[config.mk]
export PLATFORM = sky130hd
export DESIGN_NAME = imem_ctrl
export DESIGN_NICKNAME = d
export VERILOG_FILES = /design/src/rtl/imem_ctrl_pkg.sv /design/src/rtl/imem_fetch_reg.sv /design/src/rtl/imem_ctrl.sv
export SDC_FILE = /design/constraint.sdc
export NUM_CORES = 1
export LEC_CHECK = 0
export CAP_MARGIN = 20
export CORE_AREA = 2 2 112 114
export DETAILED_ROUTE_END_ITERATION = 8
export DIE_AREA = 0 0 114 116
export MAX_ROUTING_LAYER = met4
export PLACE_DENSITY = 0.92
export SLEW_MARGIN = 40
export SYNTH_ARGS = -nofsm -noshare
export SYNTH_HDL_FRONTEND = slang
export SYNTH_SLANG_ARGS = --single-unit
[constraint.sdc]
create_clock -name clk -period 3.1 [get_ports clk]
set_clock_uncertainty 0.05 [all_clocks]
set_input_delay 0.465 -clock clk [delete_from_list [all_inputs] [get_ports clk]]
set_output_delay 0.465 -clock clk [all_outputs]
set_load 0.005 [all_outputs]
[src/rtl/imem_ctrl_pkg.sv]
// rtl/imem_ctrl_pkg.sv - shared state encoding, word size and address range check for imem_ctrl
// Contents: ST_* 2-bit controller states, WORD_BYTES, addr_faults() range/alignment test.
package imem_ctrl_pkg;

    localparam logic [1:0] ST_RESET = 2'd0;
    localparam logic [1:0] ST_FETCH = 2'd1;
    localparam logic [1:0] ST_LOAD  = 2'd2;
    localparam logic [1:0] ST_FAULT = 2'd3;

    localparam logic [31:0] WORD_BYTES = 32'd4;

    // A word access at addr is legal only if aligned and the whole word fits.
    // Comparing against (mem_bytes - 4) rather than computing addr + 4 keeps
    // addresses near 2^32 (e.g. 32'hFFFF_FFFC) from wrapping into range.
    function automatic logic addr_faults(input logic [31:0] addr, input logic [31:0] mem_bytes);
        return (addr[1:0] != 2'b00) || (addr > (mem_bytes - WORD_BYTES));
    endfunction

endpackage

[src/rtl/imem_fetch_reg.sv]
// rtl/imem_fetch_reg.sv - fetched instruction output register (inst, inst_pc, inst_valid)
// Ports: clk, rst_n (async active-low); capture loads cap_inst/cap_pc and sets
// inst_valid; clear drops inst_valid (capture wins); inst/inst_pc/inst_valid outputs.
module imem_fetch_reg (
    input  logic        clk,
    input  logic        rst_n,
    input  logic        capture,
    input  logic        clear,
    input  logic [31:0] cap_inst,
    input  logic [31:0] cap_pc,
    output logic        inst_valid,
    output logic [31:0] inst,
    output logic [31:0] inst_pc
);

    always_ff @(posedge clk or negedge rst_n) begin
        if (!rst_n) begin
            inst_valid <= 1'b0;
            inst       <= 32'h0;
            inst_pc    <= 32'h0;
        end else if (capture) begin
            inst_valid <= 1'b1;
            inst       <= cap_inst;
            inst_pc    <= cap_pc;
        end else if (clear) begin
            inst_valid <= 1'b0;
        end
    end

endmodule

[src/rtl/imem_ctrl.sv]
// rtl/imem_ctrl.sv - instruction memory controller: sequential fetch, redirect, fault and loader write
// Ports: clk, rst_n (async active-low); fetch_en, redirect_valid/redirect_pc,
// id_ready -> inst_valid/inst/inst_pc, sticky fault; loader ld_valid/ld_ready/
// ld_addr/ld_data/ld_err; memory mem_addr/mem_we/mem_wdata, combinational mem_rdata.
module imem_ctrl
    import imem_ctrl_pkg::*;
#(
    parameter int          MEM_BYTES = 512,
    parameter logic [31:0] RESET_PC  = 32'h0000_0000
) (
    input  logic        clk,
    input  logic        rst_n,
    input  logic        fetch_en,
    input  logic        redirect_valid,
    input  logic [31:0] redirect_pc,
    input  logic        id_ready,
    output logic        inst_valid,
    output logic [31:0] inst,
    output logic [31:0] inst_pc,
    output logic        fault,
    input  logic        ld_valid,
    output logic        ld_ready,
    input  logic [31:0] ld_addr,
    input  logic [31:0] ld_data,
    output logic        ld_err,
    output logic [31:0] mem_addr,
    output logic        mem_we,
    output logic [31:0] mem_wdata,
    input  logic [31:0] mem_rdata
);

    localparam logic [31:0] MEM_SIZE = MEM_BYTES;

    logic [1:0]  state;
    logic [31:0] pc;
    logic        fault_q;
    logic        in_load;
    logic        pc_bad;
    logic        ld_bad;
    logic        redirect_bad;
    logic        fetch_try;
    logic        capture;
    logic        fault_hit;
    logic        clear;

    assign in_load      = (state == ST_LOAD);
    assign pc_bad       = addr_faults(pc, MEM_SIZE);
    assign ld_bad       = addr_faults(ld_addr, MEM_SIZE);
    assign redirect_bad = addr_faults(redirect_pc, MEM_SIZE);

    // A fetch is attempted only when nothing of higher priority (redirect,
    // loader takeover) is pending and the output register has room.
    assign fetch_try = (state == ST_FETCH) && !redirect_valid && !ld_valid && fetch_en
                       && (!inst_valid || id_ready);
    assign capture   = fetch_try && !pc_bad;
    assign fault_hit = fetch_try && pc_bad;

    // Outside FETCH the register is already empty; inside FETCH it empties on
    // redirect, loader entry, a fault, or consumption without a refill.
    assign clear = (state != ST_FETCH) || redirect_valid || ld_valid || fault_hit
                   || (!capture && id_ready);

    always_ff @(posedge clk or negedge rst_n) begin
        if (!rst_n) begin
            state   <= ST_RESET;
            pc      <= RESET_PC;
            fault_q <= 1'b0;
        end else begin
            case (state)
                ST_RESET: begin
                    state <= ST_FETCH;
                    pc    <= RESET_PC;
                end
                ST_FETCH: begin
                    if (redirect_valid) begin
                        pc <= redirect_pc;
                    end else if (ld_valid) begin
                        state <= ST_LOAD;
                    end else if (fault_hit) begin
                        state   <= ST_FAULT;
                        fault_q <= 1'b1;
                    end else if (capture) begin
                        pc <= pc + WORD_BYTES;
                    end
                end
                ST_FAULT: begin
                    if (redirect_valid) begin
                        pc <= redirect_pc;
                        if (!redirect_bad) begin
                            state   <= ST_FETCH;
                            fault_q <= 1'b0;
                        end
                    end else if (ld_valid) begin
                        state   <= ST_LOAD;
                        fault_q <= 1'b0;
                    end
                end
                ST_LOAD: begin
                    // Redirects are deliberately ignored while the loader owns memory.
                    if (!ld_valid) begin
                        state <= ST_FETCH;
                        pc    <= RESET_PC;
                    end
                end
                default: state <= ST_RESET;
            endcase
        end
    end

    assign fault     = fault_q;
    assign ld_ready  = in_load;
    assign mem_we    = in_load && ld_valid && !ld_bad;
    assign ld_err    = in_load && ld_valid && ld_bad;
    assign mem_wdata = in_load ? ld_data : 32'h0;

    always_comb begin
        mem_addr = 32'h0;
        case (state)
            ST_LOAD:  mem_addr = ld_addr;
            ST_FETCH: mem_addr = pc;
            ST_FAULT: mem_addr = pc;
            default:  mem_addr = 32'h0;
        endcase
    end

    imem_fetch_reg u_fetch_reg (
        .clk        (clk),
        .rst_n      (rst_n),
        .capture    (capture),
        .clear      (clear),
        .cap_inst   (mem_rdata),
        .cap_pc     (pc),
        .inst_valid (inst_valid),
        .inst       (inst),
        .inst_pc    (inst_pc)
    );

endmodule

Yosys cells after proc, flatten, opt, wreduce, memory -nomap -nowiden
Index checks and enable logic that the tools add are counted.
{"block": "totals", "output_inout_bits": 133, "input_bits": 134, "reg_bits": 100, "elab_cells": 85}
{"block": "classes", "order_cmp": 3, "eq_ne": 15, "n_mux": 26, "n_addsub": 1, "n_reduce_logical": 34}
{"operator": "$mux W32", "n": 7}
{"operator": "$pmux W32 S4", "n": 1}
{"operator": "$gt A32 B9 Y1 const B", "n": 3}
{"operator": "$pmux W32 S2", "n": 1}
{"operator": "$add A32 B3 Y32 const B", "n": 1}
{"operator": "$ne A3 B3 Y1 const B", "n": 6}
{"operator": "$mux W2", "n": 7}
{"operator": "$logic_and A1 B1 Y1", "n": 10}
{"operator": "$ne A2 B2 Y1 const B", "n": 5}
{"operator": "$reduce_and A5 Y1", "n": 2}
{"operator": "$reduce_bool A2 Y1", "n": 5}
{"operator": "$logic_or A1 B1 Y1", "n": 8}
{"operator": "$mux W1", "n": 8}
{"operator": "$pmux W2 S4", "n": 1}
{"operator": "$logic_not A1 Y1", "n": 6}
{"operator": "$reduce_and A6 Y1", "n": 1}
{"operator": "$eq A2 B2 Y1 const B", "n": 2}
{"operator": "$eq A2 B1 Y1 const B", "n": 1}
{"operator": "$logic_not A2 Y1", "n": 1}
{"operator": "$ne A2 B1 Y1 const B", "n": 1}
{"operator": "$pmux W1 S2", "n": 1}
{"operator": "$reduce_or A2 Y1", "n": 1}

Longest topological paths before layout
Gate-level depths: netlist of the first run.
{"block": "depth", "ltp_word": 11, "mapped_depth": 8}

By module
A second synthesis of the first run with hierarchy kept.
{"block": "unflattened", "hier_cells": 480, "area_unflattened_um2": 5400.2}
{"mod": "imem_ctrl", "seq_area_each_um2": 875.8, "instances": 1, "area_per_inst_um2": 2785.2, "cells_each": 342}
{"mod": "imem_fetch_reg", "seq_area_each_um2": 1626.6, "instances": 1, "area_per_inst_um2": 2615.0, "cells_each": 138}

Least setup slack after synthesis of the first run
OpenSTA, ideal clock, no wires.
{"block": "synth_timing", "path_type": "reg2out", "from": "register state[1]", "to": "output mem_addr[0]", "slack_ns": 1.073, "required_time_ns": 2.585, "stages_incl_launch_ff": 7, "arrival_ns": 1.512, "path_cell_list": "dfrtp_1 -> buf_6 -> nor2b_1 -> clkbuf_1 -> clkbuf_1 -> buf_1 -> a22o_1"}
{"block": "synth_via", "elab_chain_cells": 3}
{"item": "from (decl)", "line_no": "imem_ctrl.sv:34", "rtl": "logic [1:0] state;"}
{"item": "from (signal assigned)", "line_no": "imem_ctrl.sv:65", "rtl": "state <= ST_RESET;"}
{"item": "from (signal assigned)", "line_no": "imem_ctrl.sv:71", "rtl": "state <= ST_FETCH;"}
{"item": "from (signal assigned)", "line_no": "imem_ctrl.sv:78", "rtl": "state <= ST_LOAD;"}
{"item": "$eq A2 B1 Y1 or $eq A2 B2 Y1 (tied branches)", "line_no": "imem_ctrl.sv:118", "rtl": "case (state)"}
{"item": "$reduce_or A2 Y1 (no line)"}
{"item": "$pmux W32 S2 (*)", "line_no": "imem_ctrl.sv:118"}
{"item": "to (decl)", "line_no": "imem_ctrl.sv:26", "rtl": "output logic [31:0] mem_addr,"}
Mark *: on every way between the ends. The rest lies on a longest branch, timed or not.

Final worst setup path of the first run
{"block": "layout_timing", "from": "register state[0]", "to": "output mem_addr[30]"}
Same word-level chain as after synthesis.

==> flow_metrics.py, run 1 <==
metrics = {
    "run_status": {
        "status": "complete, no violations",
    },
    "worst_setup_path": {
        "crit_buf_inv": 3,
        "crit_chain": "buf_4 > clkinv_1 > o21ai_0 > clkdlybuf4s50_1",
        "critPathKind": "reg2out",
        "arrival_ns": 2.34,
        "crit_required_ns": 2.58,
        "worst_setup_path_end_kind": "output pin",
        "slowest_stage": "clkdlybuf4s50_1",
        "critPathTopFamily": "buffers and inverters",
        "slowest_delay_ns": 0.55,
        "crit_path_start_kind": "flop",
        "critical_path_peak_fanout": 25,
    },
    "routing": {
        "ant_nets": 0,
        "routed_wl_mm": 18.4,
        "drtIter0Drc": 403,
        "firstDrtPassIters": 5,
        "viasPerCell": 5.73,
        "vias": 5065,
        "drc_errors": 0,
        "wl_per_cell_um": 20.8,
    },
    "logic_synthesis": {
        "yosysWarnings": 0,
        "avgSynthCellArea_um2": 10.6,
        "synth-seq-cells": 100,
        "synth_top_area_share": 0.494,
        "synth_seq_area_share": 0.494,
        "yosysTopAreaCell": "dfrtp_1",
        "syn_area_um2": 5070,
        "synthTopCellsByCount": "100 x dfrtp_1, 42 x a22o_1, 41 x mux2_2, 37 x nand2_1, 32 x and2_1",
        "syn-num-nets": 611,
        "yosysMostFrequentCell": "dfrtp_1",
        "synth_area_leaders": "dfrtp_1 49%, mux2_2 9.1%, a22o_1 7.3%, and2_1 3.9%, nor2b_1 3.5%",
        "synth_cell_types": 48,
        "synthCells": 476,
        "async_flop_share": 1.00,
        "synth_edf_count": 0,
        "synthFlopType": "dfrtp_1",
    },
    "placed_design": {
        "gp_congestion": 0.988,
        "hpwl_mm": 13.9,
        "place_ws_ns": 0.322,
        "placement.io_buffers": 266,
    },
    "cts": {
        "cts-root-buf": "clkbuf_16",
        "cts.clk_slew.worst_paths_ns": 0.07,
        "htreeDepth": 3,
        "cts_setup_buffers": 0,
        "cts.sinks": 100,
        "cts_hold_buf": 0,
        "clockBufferDepth": 2,
        "cts_tree": "done",
        "worst_skew_pair.late_latency_ns": 0.34,
        "cts_buffers": 9,
        "cts_resized": 0,
    },
    "global_route": {
        "overflow": 0,
        "grt_pass1_vias": 5137,
        "antenna_found_initial": 0,
        "track_usage": 0.285,
        "grt_pass1_wl_mm": 28.1,
        "grt_max_degree": 81,
    },
    "timing": {
        "setup_ws_ns": 0.243,
        "max_freq_mhz": 350,
        "slew_viol_final": 0,
        "setup_violations": 0,
        "hold_viol": 0,
        "rsz0062_at_grt": "no",
        "tightestPinTransition_ns": 0.875,
        "slew_headroom": 0.413,
        "period_share": 0.922,
        "period_needed_ns": 2.86,
        "fin_tns_setup_ns": 0,
    },
    "floorplan": {
        "die_area_um2": 13200,
        "core_um2": 11900,
        "ioPinCount": 267,
        "dieWidth_um": 114,
        "start_util": 0.426,
        "num_rows": 40,
        "die_h_um": 116,
    },
    "finish": {
        "nets": 867,
        "area.sequential_um2": 2500,
        "fillers": 857,
        "layout-drive-gt1-share": 0.113,
        "multiInputGateArea_um2": 2380,
        "n_antenna_cell": 0,
        "area_growth_syn_to_layout_pct": 61.4,
    },
    "power": {
        "power_uw": 3650,
        "powerDensity_nw_per_um2": 446,
        "p_leak_uw": 0.00352,
        "ir_drop_mv": 0.327,
    },
    "job": {
        "cap_violations": 0,
    },
    "worst_hold_path": {
        "worstHoldPathType": "in2async",
    },
}
## per-stage QoR
stage | cells | util | hold slack, ns | instance area [um2]
3_3_place_gp | 868 | 0.659 | 0.432 | 7860
4_1_cts | 884 | 0.687 | 0.140 | 8180
5_1_grt | 884 | 0.687 | 0.180 | 8180
2_1_floorplan | 476 | - | 0.119 | 5070
6_report | 884 | 0.687 | 0.0832 | 8180
3_5_place_dp | 868 | 0.660 | 0.440 | 7860
## layout by cell type (no fill, tap or decap), types with 3 or more instances in the layout
cell,instances
nand3_1,14
a21o_1,4
clkdlybuf4s50_1,265
dfrtp_1,100
and3_1,5
nor3_1,10
buf_4,12
inv_1,4
nor3b_1,3
mux2_2,41
o31ai_1,10
nor2b_1,27
a22o_1,42
o21ai_0,18
o22ai_1,5
nand4_1,6
o2bb2ai_1,8
nor2_1,13
nor4_1,17
clkbuf_16,9
a21oi_1,12
and2_1,32
nand2_1,37
## worst reg2reg max path: cells and delay by family (launching register included)
family,cells,cell delay (ns)
DFF,1,0.46
muxes,1,0.30
and+or+nand+nor,4,1.28
buffers and inverters,1,0.35
## report_power, final
part	leakage, uW	switching (uW)	internal, uW
Clock	0.000154	514	681
Sequential	0.00136	163	1390
Combinational	0.00201	359	545
Total	0.00352	1040	2620
## cells by family (layout without fill, tap and decap cells)
logic type	Yosys count	count (layout)	share of synthesized area
adder cells (fa/ha/maj)	1	1	0.00247
flip-flops	100	100	0.494
buffers and inverters	39	300	0.0392
multiplexers	43	43	0.0950
AND/OR/NAND/NOR	182	182	0.207
AO/OA/AOI/OAI	111	111	0.162
## path summary, 6_finish.rpt
check                                  startpoint                endpoint  slack [ns]  depth (start not counted)
max                                      state[0]            mem_addr[30]        0.24                          4
min                                         rst_n    u_fetch_reg.inst[18]        0.08                          1
max reg2reg                                pc[28]                   pc[3]        0.54                          6
min reg2reg                u_fetch_reg.inst_pc[1]  u_fetch_reg.inst_pc[1]        0.46                          1
max in group asynchronous                   rst_n    u_fetch_reg.inst[31]        2.22                          2
min in group clk           u_fetch_reg.inst_pc[1]  u_fetch_reg.inst_pc[1]        0.46                          1
## registers in the layout, summed over array words and instances (netlist names)
| signal | cells |
|---|---|
| pc | 32 |
| u_fetch_reg.inst | 32 |
| fault | 1 |
| u_fetch_reg.inst_valid | 1 |
| u_fetch_reg.inst_pc | 32 |
| state | 2 |
## area by class of cell
| cell class | instances | share of cell area |
|---|---|---|
| repair buffers | 279 | 0.339 |
| flip-flops and latches | 100 | 0.306 |
| multi-input cells | 337 | 0.291 |
| clock buffers | 11 | 0.0309 |
| well taps | 147 | 0.0225 |
| clock inverters | 5 | 0.00811 |
| inverters | 5 | 0.00229 |
## per-layer routing
| layer | vias to the layer above | part of all wire | global-route usage |
|---|---|---|---|
| met3 | 46 | 0.10 | 0.0737 |
| li1 | 2272 | - | - |
| met1 | 2424 | 0.38 | 0.339 |
| met2 | 323 | 0.49 | 0.462 |
| met5 | - | 0 | - |
| met4 | 0 | 0.031 | 0.118 |
Power figures use the tool's default switching activity.
==> run 2: changes to the inputs <==
- CTS_CLUSTER_SIZE: default -> 25
==> results of run 2 <==
Final layout, timing and power as in run 1 (identical DEF).
==> run 3: changes to the inputs <==
- ABC_AREA: default -> 0
==> results of run 3 <==
Final layout, timing and power as in run 1 (identical DEF).
